==> src/rtl/rram_cmd_issuer.sv <==
// Host-side initiator for the RRAM chip command interface: sequences CE/CLE/ALE,
// the opcode bus and the address bus for one read, write or forming request at a time.
module rram_cmd_issuer #(
  parameter int unsigned ADDR_W   = 8,
  parameter int unsigned CMD_CYC  = 2,
  parameter int unsigned ADDR_CYC = 2,
  parameter int unsigned EXEC_CYC = 4
) (
  input  logic              clk,
  input  logic              rst,
  input  logic              req_valid,
  input  logic [1:0]        req_op,
  input  logic [ADDR_W-1:0] req_addr,
  output logic              req_ready,
  output logic              CE,
  output logic              CLE,
  output logic              ALE,
  output logic [3:0]        command,
  output logic [ADDR_W-1:0] addr_out,
  output logic              busy,
  output logic              done,
  output logic              err
);

  localparam int unsigned CNT_W = 8;

  localparam logic [2:0] S_IDLE     = 3'd0;
  localparam logic [2:0] S_CE_SETUP = 3'd1;
  localparam logic [2:0] S_CMD1     = 3'd2;
  localparam logic [2:0] S_CMD2     = 3'd3;
  localparam logic [2:0] S_ADDR     = 3'd4;
  localparam logic [2:0] S_EXEC     = 3'd5;
  localparam logic [2:0] S_RELEASE  = 3'd6;

  localparam logic [1:0] OP_READ = 2'b00;
  localparam logic [1:0] OP_WR   = 2'b01;
  localparam logic [1:0] OP_FORM = 2'b10;
  localparam logic [1:0] OP_RSVD = 2'b11;

  localparam logic [3:0] C_NOP  = 4'b0000;
  localparam logic [3:0] C_READ = 4'b0001;
  localparam logic [3:0] C_WR1  = 4'b0100;
  localparam logic [3:0] C_WR2  = 4'b0010;
  localparam logic [3:0] C_FM1  = 4'b0111;
  localparam logic [3:0] C_FM2  = 4'b0110;

  // Counter preload values: phase length minus one, exit when the counter reads zero.
  localparam logic [CNT_W-1:0] CMD_LD  = CNT_W'(CMD_CYC - 1);
  localparam logic [CNT_W-1:0] ADDR_LD = CNT_W'(ADDR_CYC - 1);
  localparam logic [CNT_W-1:0] EXEC_LD = CNT_W'(EXEC_CYC - 1);

  logic [2:0]        state_q, state_d;
  logic [CNT_W-1:0]  cnt_q, cnt_d;
  logic [1:0]        op_q, op_d;
  logic [ADDR_W-1:0] addr_q, addr_d;

  logic              req_ready_d, ce_d, cle_d, ale_d, busy_d, done_d, err_d;
  logic [3:0]        command_d;
  logic [ADDR_W-1:0] addr_out_d;
  logic [3:0]        first_cmd, second_cmd, last_cmd;

  // Next-state, counter and request latch.
  always_comb begin
    state_d = state_q;
    cnt_d   = cnt_q;
    op_d    = op_q;
    addr_d  = addr_q;
    if (cnt_q != '0) begin
      cnt_d = cnt_q - CNT_W'(1);
    end
    case (state_q)
      S_IDLE: begin
        if (req_valid) begin
          op_d   = req_op;
          addr_d = req_addr;
          cnt_d  = '0;
          state_d = (req_op == OP_RSVD) ? S_RELEASE : S_CE_SETUP;
        end
      end
      S_CE_SETUP: begin
        state_d = S_CMD1;
        cnt_d   = CMD_LD;
      end
      S_CMD1: begin
        if (cnt_q == '0) begin
          if (op_q == OP_READ) begin
            state_d = S_ADDR;
            cnt_d   = ADDR_LD;
          end else begin
            state_d = S_CMD2;
            cnt_d   = CMD_LD;
          end
        end
      end
      S_CMD2: begin
        if (cnt_q == '0) begin
          state_d = S_ADDR;
          cnt_d   = ADDR_LD;
        end
      end
      S_ADDR: begin
        if (cnt_q == '0) begin
          state_d = S_EXEC;
          cnt_d   = EXEC_LD;
        end
      end
      S_EXEC: begin
        if (cnt_q == '0) begin
          state_d = S_RELEASE;
          cnt_d   = '0;
        end
      end
      S_RELEASE: begin
        state_d = S_IDLE;
        cnt_d   = '0;
      end
      default: begin
        state_d = S_IDLE;
        cnt_d   = '0;
      end
    endcase
  end

  // Opcode selection for the latched request.
  always_comb begin
    first_cmd  = C_NOP;
    second_cmd = C_NOP;
    case (op_d)
      OP_READ: first_cmd = C_READ;
      OP_WR: begin
        first_cmd  = C_WR1;
        second_cmd = C_WR2;
      end
      OP_FORM: begin
        first_cmd  = C_FM1;
        second_cmd = C_FM2;
      end
      default: begin
        first_cmd  = C_NOP;
        second_cmd = C_NOP;
      end
    endcase
    last_cmd = (op_d == OP_READ) ? first_cmd : second_cmd;
  end

  // Pin values decoded from the next state so every output leaves a flop.
  always_comb begin
    req_ready_d = 1'b0;
    busy_d      = 1'b1;
    ce_d        = 1'b0;
    cle_d       = 1'b0;
    ale_d       = 1'b0;
    done_d      = 1'b0;
    err_d       = 1'b0;
    command_d   = C_NOP;
    addr_out_d  = addr_out;
    case (state_d)
      S_IDLE: begin
        req_ready_d = 1'b1;
        busy_d      = 1'b0;
        ce_d        = 1'b1;
      end
      S_CE_SETUP: command_d = C_NOP;
      S_CMD1: begin
        cle_d     = 1'b1;
        command_d = first_cmd;
      end
      S_CMD2: begin
        cle_d     = 1'b1;
        command_d = second_cmd;
      end
      S_ADDR: begin
        ale_d      = 1'b1;
        command_d  = last_cmd;
        addr_out_d = addr_d;
      end
      S_EXEC: command_d = last_cmd;
      S_RELEASE: begin
        ce_d   = 1'b1;
        done_d = 1'b1;
        err_d  = (op_d == OP_RSVD);
      end
      default: begin
        req_ready_d = 1'b1;
        busy_d      = 1'b0;
        ce_d        = 1'b1;
      end
    endcase
  end

  always_ff @(posedge clk) begin
    if (rst) begin
      state_q   <= S_IDLE;
      cnt_q     <= '0;
      op_q      <= OP_READ;
      addr_q    <= '0;
      req_ready <= 1'b1;
      busy      <= 1'b0;
      CE        <= 1'b1;
      CLE       <= 1'b0;
      ALE       <= 1'b0;
      command   <= C_NOP;
      addr_out  <= '0;
      done      <= 1'b0;
      err       <= 1'b0;
    end else begin
      state_q   <= state_d;
      cnt_q     <= cnt_d;
      op_q      <= op_d;
      addr_q    <= addr_d;
      req_ready <= req_ready_d;
      busy      <= busy_d;
      CE        <= ce_d;
      CLE       <= cle_d;
      ALE       <= ale_d;
      command   <= command_d;
      addr_out  <= addr_out_d;
      done      <= done_d;
      err       <= err_d;
    end
  end

  // Latch enables must never overlap on the pins.
  always_ff @(posedge clk) begin
    if (!rst) begin
      assert (!(CLE && ALE)) else $error("CLE and ALE high together");
    end
  end

endmodule

==> config.mk <==
export PLATFORM = sky130hd
export DESIGN_NAME = rram_cmd_issuer
export DESIGN_NICKNAME = d
export VERILOG_FILES = /design/src/rtl/rram_cmd_issuer.sv
export SDC_FILE = /design/constraint.sdc
export NUM_CORES = 1
export LEC_CHECK = 0
export CORE_ASPECT_RATIO = 1.25
export CORE_MARGIN = 2
export CORE_UTILIZATION = 52
export CTS_CLUSTER_DIAMETER = 150
export CTS_CLUSTER_SIZE = 24
export DETAILED_ROUTE_END_ITERATION = 10
export PLACE_DENSITY = 0.79
export SLEW_MARGIN = 40
export SYNTH_ARGS = -nofsm -noshare
export SYNTH_HDL_FRONTEND = slang
export SYNTH_SLANG_ARGS = --single-unit
export TNS_END_PERCENT = 100
==> constraint.sdc <==
create_clock -name clk -period 2.47 [get_ports clk]
set_input_delay 0.247 -clock clk [delete_from_list [all_inputs] [get_ports clk]]
set_output_delay 0.247 -clock clk [all_outputs]
set_load 0.05 [all_outputs]
==> impl_summary.md <==
Floorplanning
The floorplan die height is 70.1 um. The core region is 3420 um2. In this run the core area contains 24 standard-cell rows. The area enclosed by the die boundary is 3980 um2. During I/O placement, the number of pins put on the boundary was 32. The initial utilization of the core area, before any placement, comes to 53.0%. The die span in x is 56.9 um.

Detailed routing
The total wire length is 3540 um. The routed length per instance is 12.8 um. The first detailed-routing pass took 4 iterations. After the first detailed-routing iteration, the DRC count stood at 44. After detailed routing, the number of vias per cell comes to 5.30. The routed layout has 1,468 vias. The number of nets with antenna violations after routing is 0. The DRC violation count after routing is 0.

Timing
The count of pins over their slew limit is 0. The final period utilization is 95.7%. The worst hold margin is 0.468 ns. The total count of hold-check failures in the final report was 0. Static timing analysis puts the maximum clock frequency at 423 MHz.

Setup total negative slack on the finished layout was measured at 0 ns. For the final database, setup skew stands at 0.00739 ns. Subtracting the final worst setup slack from the clock period gives 2.36 ns. Setup repair after global routing left no endpoint under its margin. For the pin with the worst max-slew slack, the measured transition is 0.515 ns. Headroom to the max-slew limit came out at 65.5%. The number of failing setup endpoints in the final timing report is 0.

Finish
The repair_antennas step left the layout with diodes totalling 0. The area growth from synthesis to layout is 31.0%. After filler insertion, the fill cell instance count of the layout stands at 281. After the last flow step, the layout net total stands at 259. Across the whole layout, storage elements account for 781 um2. The multi-input combinational cell area is 970 um2. The fraction of final layout cells with drive strength greater than 1 is 18.1%.

Synthesis
The gate count after technology mapping is 195. The post-synthesis area per instance is 9.31 um2. The net count after synthesis is 217.

The share of the yosys chip area belonging to registers is 43.0%. Counting flops with an async set or reset pin after synthesis yields a share of 0%. The area of the mapped netlist is 1820 um2.

The distinct cell type count after synthesis is 46. The total number of yosys warnings is 0. Yosys mapped a number of flops with a built-in enable equal to 0. The flip-flop cell with the highest count after synthesis is sky130_fd_sc_hd__dfxtp_1. The number of synthesized register bits is 39.

Critical path
The critical path goes through inv_1 > ha_2 > or3b_4 > nor2_8 > inv_4 > o311a_4 > and3_1 > buf_12 > mux2_4. Data on the critical path is required at its endpoint by 2.67 ns. The category of the worst setup path launch point is a flop. At the worst endpoint, the arrival time is 2.56 ns. In this design, the stage delay of the slowest critical-path cell is 0.43 ns. STA classifies the critical path endpoint as a flop. The critical path is of the reg -> reg type. The master of the slowest instance on the critical path is sky130_fd_sc_hd__or3b_4. Along the worst path, the maximum fanout reaches 8.

CTS
TritonCTS created 5 clock buffers. In this run the clock root is driven by a sky130_fd_sc_hd__clkbuf_8. The clock network latency to the later pin of the worst-skew pair is 0.30 ns. Once the clock tree was built, the setup fixing pass inserted 0 buffers. Counting along the longest clock path gives a buffer depth of 2.

TritonCTS built the clock tree. The number of sinks handled by clock tree synthesis is 39. After clock tree synthesis, the clock-pin slew on the worst setup and hold paths is 0.07 ns.

The H-tree generated during clock tree synthesis spans 2 levels.

Global route
The via count of the first global-routing pass is 1,394. The first global-routing pass estimated 6090 um of wire. The aggregate global routing overflow is 0.

The number of antenna violations at the first check in global routing came to 0. Global routing used 19.7% of the available tracks. The maximum number of pins on one net before global-route repair is 25.

Placement
The HPWL after detailed placement is 2610 um. The count of input and output buffers is 30. The congestion estimate from routability-driven global placement came to 0.870.

Job
Max-cap violations in this run came to 0.

Power
The final total power is 0.00358 W. VDD sags by at most 1.48 mV. The static leakage is 0.972 nW.

For this design the ratio of total power to cell area is 1510 nW/um2.

Status
The run finished with clean final reports.

Min path
The worst min-delay path class is reg -> reg.
cell families after synthesis:
| group | count (synthesis) | synth area share, % |
|---|---|---|
| compound gates | 37 | 13.1 |
| simple gates | 75 | 22.7 |
| fa+ha+maj | 9 | 6.20 |
| mux | 10 | 7.72 |
| other cells | 1 | 0.207 |
| xor+xnor | 5 | 2.41 |
| buf+inv | 19 | 4.69 |
| flops | 39 | 43.0 |
flip-flops by register name, summed over array words and instances, names as in the netlist:
name / cells
addr_out: 8
addr_q: 8
cnt_q: 8
command: 3
state_q: 3
op_q: 2
ALE: 1
CE: 1
CLE: 1
busy: 1
done: 1
err: 1
req_ready: 1
path summary, 6_finish.rpt:
check	endpoint	start	slack [ns]	cells after the start
worst max-delay path	addr_out[1]	cnt_q[0]	0.11	9
worst min-delay path	addr_q[5]	addr_q[5]	0.47	2
worst max register to register	addr_out[1]	cnt_q[0]	0.11	9
worst min register to register	addr_q[5]	addr_q[5]	0.47	2
per-stage QoR:
| stage | worst slack (ns) | util, % | std cells | cell area (um2) |
|---|---|---|---|---|
| global placement | 0.132 | 65.5 | 269 | 2240 |
| floorplan | 0.193 | - | 195 | 1820 |
| CTS | 0.0690 | 69.1 | 277 | 2360 |
| global route | 0.00749 | 69.5 | 277 | 2380 |
| finish | 0.107 | 69.5 | 277 | 2380 |
| detailed placement | 0.110 | 65.5 | 269 | 2240 |
cell usage after synthesis (2+ instances only):
cell                        n  area [um2]
sky130_fd_sc_hd__nand4_1    3        18.8
sky130_fd_sc_hd__nand2_1   22        82.6
sky130_fd_sc_hd__dfxtp_1   39         781
sky130_fd_sc_hd__mux2_4     8         120
sky130_fd_sc_hd__or2_2      2        12.5
sky130_fd_sc_hd__xnor2_1    5        43.8
sky130_fd_sc_hd__nor3_1     5        25.0
sky130_fd_sc_hd__ha_1       9         113
sky130_fd_sc_hd__nand3_1    2        10.0
sky130_fd_sc_hd__clkbuf_1   7        26.3
sky130_fd_sc_hd__and3_1     2        12.5
sky130_fd_sc_hd__a21oi_1   16        80.1
sky130_fd_sc_hd__a31oi_1    3        18.8
sky130_fd_sc_hd__inv_1      8        30.0
sky130_fd_sc_hd__o21ai_0    7        35.0
sky130_fd_sc_hd__nor4_1     2        12.5
sky130_fd_sc_hd__nor2b_1   12        75.1
sky130_fd_sc_hd__mux2i_1    2        20.0
sky130_fd_sc_hd__nor2_1    13        48.8
sky130_fd_sc_hd__o31ai_1    2        15.0
layout make-up:
type | count | area share (%)
clock buffer | 6 | 3.47
inverter | 10 | 1.68
timing repair buffer | 44 | 17.6
multi-input combinational | 137 | 40.8
tap | 39 | 2.05
clock inverter | 2 | 1.63
sequential | 39 | 32.8
cell usage in the layout, fill, tap and decap left out, drive strengths merged, types with 2 or more instances in the layout:
| master | instances |
|---|---|
| a21oi | 16 |
| a31oi | 3 |
| and2 | 2 |
| and3 | 2 |
| buf | 14 |
| clkbuf | 6 |
| clkdlybuf4s50 | 30 |
| dfxtp | 39 |
| ha | 9 |
| inv | 10 |
| mux2 | 8 |
| mux2i | 2 |
| nand2 | 22 |
| nand3 | 2 |
| nand4 | 3 |
| nor2 | 14 |
| nor2b | 12 |
| nor3 | 5 |
| nor4 | 2 |
| o21ai | 7 |
| o311a | 2 |
| o31ai | 2 |
| or2 | 2 |
| or4 | 2 |
| xnor2 | 5 |
repair_timing:
action / CTS / global route
setup endpoints to repair: 0 / 3
gates resized for setup: 0 / 3
hold buffers: 0 / 0
per-layer routing:
metal | GRT usage, % | share of wire [%] | up-vias
met2 | 32.8 | 49 | 28
met3 | 6.11 | 4.4 | 8
li1 | - | - | 755
met4 | 8.79 | 2.2 | 0
met1 | 23.0 | 44 | 677
met5 | 0 | 0 | -
power by group:
group / total [W] / switching [W] / internal (W)
clock: 0.000560 / 0.000229 / 0.000332
sequential: 0.000968 / 0.000148 / 0.000819
combinational: 0.00205 / 0.00112 / 0.000928
total: 0.00358 / 0.00150 / 0.00208
critical path: cells and delay by family, from the launching register on:
kind / cells / cell delay (ns)
fa+ha+maj: 1 / 0.19
mux: 1 / 0.29
simple gates: 3 / 0.80
flops: 1 / 0.33
buf+inv: 3 / 0.30
compound gates: 1 / 0.34
No activity file was read; power rests on OpenSTA's default activity.
==> variant: new RTL, same settings <==
Take the reset off `addr_q` and load it in a clocked block of its own.
--- a/src/rtl/rram_cmd_issuer.sv
+++ b/src/rtl/rram_cmd_issuer.sv
@@ -195,3 +195,2 @@
       op_q      <= OP_READ;
-      addr_q    <= '0;
       req_ready <= 1'b1;
@@ -209,3 +208,2 @@
       op_q      <= op_d;
-      addr_q    <= addr_d;
       req_ready <= req_ready_d;
@@ -222,2 +220,6 @@
 
+  always_ff @(posedge clk) begin
+    addr_q <= addr_d;
+  end
+
   // Latch enables must never overlap on the pins.
Check against the original RTL: same outputs for any inputs over 10 cycles, from zero or initial values and one cycle with rst high; that may be too few to reach the edited logic, so the function may still have changed.
==> variant against the original RTL <==
Final area decreased by 7.0%; via count decreased by 5.9%; largest cell class unchanged; power decreased by 7.7%; synthesized cell count decreased by 8.7%; largest power group unchanged; wire length increased by 6.4%; area after synthesis decreased by 3.5%; setup slack improved by 0.095 ns; sequential cell count unchanged; fmax increased by 4.2%; cell count decreased by 9.4%; critical endpoint is now addr_out[5]$_SDFFE_PP0N_; non-clock buffer count decreased by 6; sequential power increased by 8%.
==> variant: results (changes against the original RTL) <==
| Metric | Value |
|---|---|
| Depth of the most critical reg-to-reg path | 6 (-3) |
| Post-Synth Adder-Cell Area | 6.43% (+0.23 points) |
| Port Buffers | 30 (unchanged) |
| Outcome | complete, no violations |
| Final Skew | 0.00284 ns (-0.00455 ns) |
| Ranking of synthesized cells by area | dfxtp_1 (45%), ha_1 (6.4%), nor2_1 (6.0%) |
| Arrival time at the worst endpoint | 2.45 ns (-0.11 ns) |
| Post-Synthesis Cells | 178 (-8.7%) |
| Yosys warning count | 0 (unchanged) |
| Nets | 236 (-8.9%) |
| Dpl cell area | 0.00211 mm² (-5.9%) |
| Clock tree buffer depth | 2 (unchanged) |
| Vias in the first global route | 1409 (+1.1%) |
| Synth Area in Compound Gates | 12.1% (-0.95 points) |
| Sequential fraction of the synthesis area | 44.6% (+1.6 points) |
| Starting DRT DRC Count | 36 (-18%) |
| Cts bufs inserted | 5 (unchanged) |
| TritonRoute pass-1 iters | 4 (unchanged) |
| Asr flop ratio synth | 0% (unchanged) |
| Min Hold Slack | 0.481 ns (+0.0133 ns) |
| Antenna violations before repair | 0 (unchanged) |
| Post-DP HPWL | 2740 µm (+5.0%) |
| ANT cells | 0 (unchanged) |
| IR drop worst, VDD | 1.06 mV (-28%) |
| Worst slew pin tran | 0.515 ns (-0.000699 ns) |
| Clock Tree Root | clkbuf_8 |
| Start point of the critical path | cnt_q[3]$_SDFF_PP0_ |
| Power Clock | 0.000433 W (-23%) |
| Mux cell area share after synthesis | 10.9% (+3.1 points) |
| Post-Synth XOR/XNOR Area | 3.00% (+0.59 points) |
| Pin count of the biggest net entering global routing | 19 (-24%) |
| R2R Setup Slk | 0.20 ns (+0.09 ns) |
| P_int | 0.00187 W (-10%) |
| Clk Latency, worst-skew pair | between 0.2 and 0.3 ns |
| Crit path time final | 2.27 ns (-0.0949 ns) |
| Static leakage | 0.907 nW (-6.7%) |
| Synth Net Count | 200 (-7.8%) |
| Crit-path max FO | 9 (+1) |
| Pre-CTS WS | 0.0221 ns (-0.0882 ns) |
| Routed WL per cell | 15.0 µm (+17%) |
| Hold Crit Depth | 1 (-1) |
| Final WL | 3760 µm (+6.4%) |
| Vias per inst | 5.50 (+3.8%) |
| Tightest Hold Check Type | flip-flop to flip-flop |
| H-tree Lvls | 2 (unchanged) |
| Most frequent cells after synthesis | dfxtp_1 (39), nor2_1 (28), mux2i_1 (10) |
| Synth unique cells | 42 (-8.7%) |
| Reg clk slew, reported paths | 0.07 ns (about the same) |
| Gpl congestion | 0.795 (-8.6%) |
| Top Registers | addr_out (8), addr_q (8), cnt_q (8) |
| CP endpoint | addr_out[5]$_SDFFE_PP0N_ |
| Psw | 0.00144 W (-4.3%) |
| Share of post-route cells with drive strength above 1 | 15.4% (-2.6 points) |
| Global-route wire length before repair | 6270 µm (+3.1%) |
| Register share of total power | 31.9% (+4.9 points) |
| GRT Resource Usage Total | 21.1% (+1.4 points) |
## variant: final cells by class
type                            count  area, µm²
Clock inverter                      1       5.00
Multi-Input combinational cell    121        902
Tap cell                           37       46.3
Timing Repair Buffer               38        360
Inverter                            9       33.8
Sequential cell                    39        781
Clock buffer                        6       82.6
Fill cell                         264       1010
## variant: worst max-delay path: stages (launching register included)
cell and delay, ns:
dfxtp_1 0.36, or3_1 0.46, nor4_4 0.32, o2bb2ai_1 0.21, and4bb_4 0.51, mux2i_1 0.23
nor2_1 0.06
## variant: per-layer routing
metal  vias to the layer above  global-route usage [%]  routed length [µm]
li1                        686                       -                   -
met1                       665                    22.9                1580
met2                        21                    37.9                2000
met3                         9                    6.53                 112
met4                         0                    10.4                  74
met5                         -                       0                   0
## variant: logic make-up (layout without fill, tap and decap cells)
logic type               count (synthesis)  after routing
XOR/XNOR                                 6              6
flip-flops                              39             39
other                                    1              1
adder cells (fa/ha/maj)                  9              9
AO/OA/AOI/OAI                           26             26
multiplexers                            18             18
AND/OR/NAND/NOR                         61             61
buffers and inverters                   18             54
## variant: timing repair
item                       4_1_cts  5_1_grt
hold endpoints to repair         0        0
gates resized for setup          0        2
buffers inserted                 0        1
setup endpoints to repair        0       10
## variant: worst min path at each step
stage | start | end
2_1_floorplan | req_addr[0] | addr_q[0]$_DFF_P_
4_1_cts | addr_q[4]$_DFF_P_ | addr_q[4]$_DFF_P_
5_1_grt | addr_q[4]$_DFF_P_ | addr_q[4]$_DFF_P_
3_5_place_dp | addr_q[4]$_DFF_P_ | addr_q[4]$_DFF_P_
3_3_place_gp | addr_q[0]$_DFF_P_ | addr_q[0]$_DFF_P_
6_report | addr_q[4]$_DFF_P_ | addr_q[4]$_DFF_P_
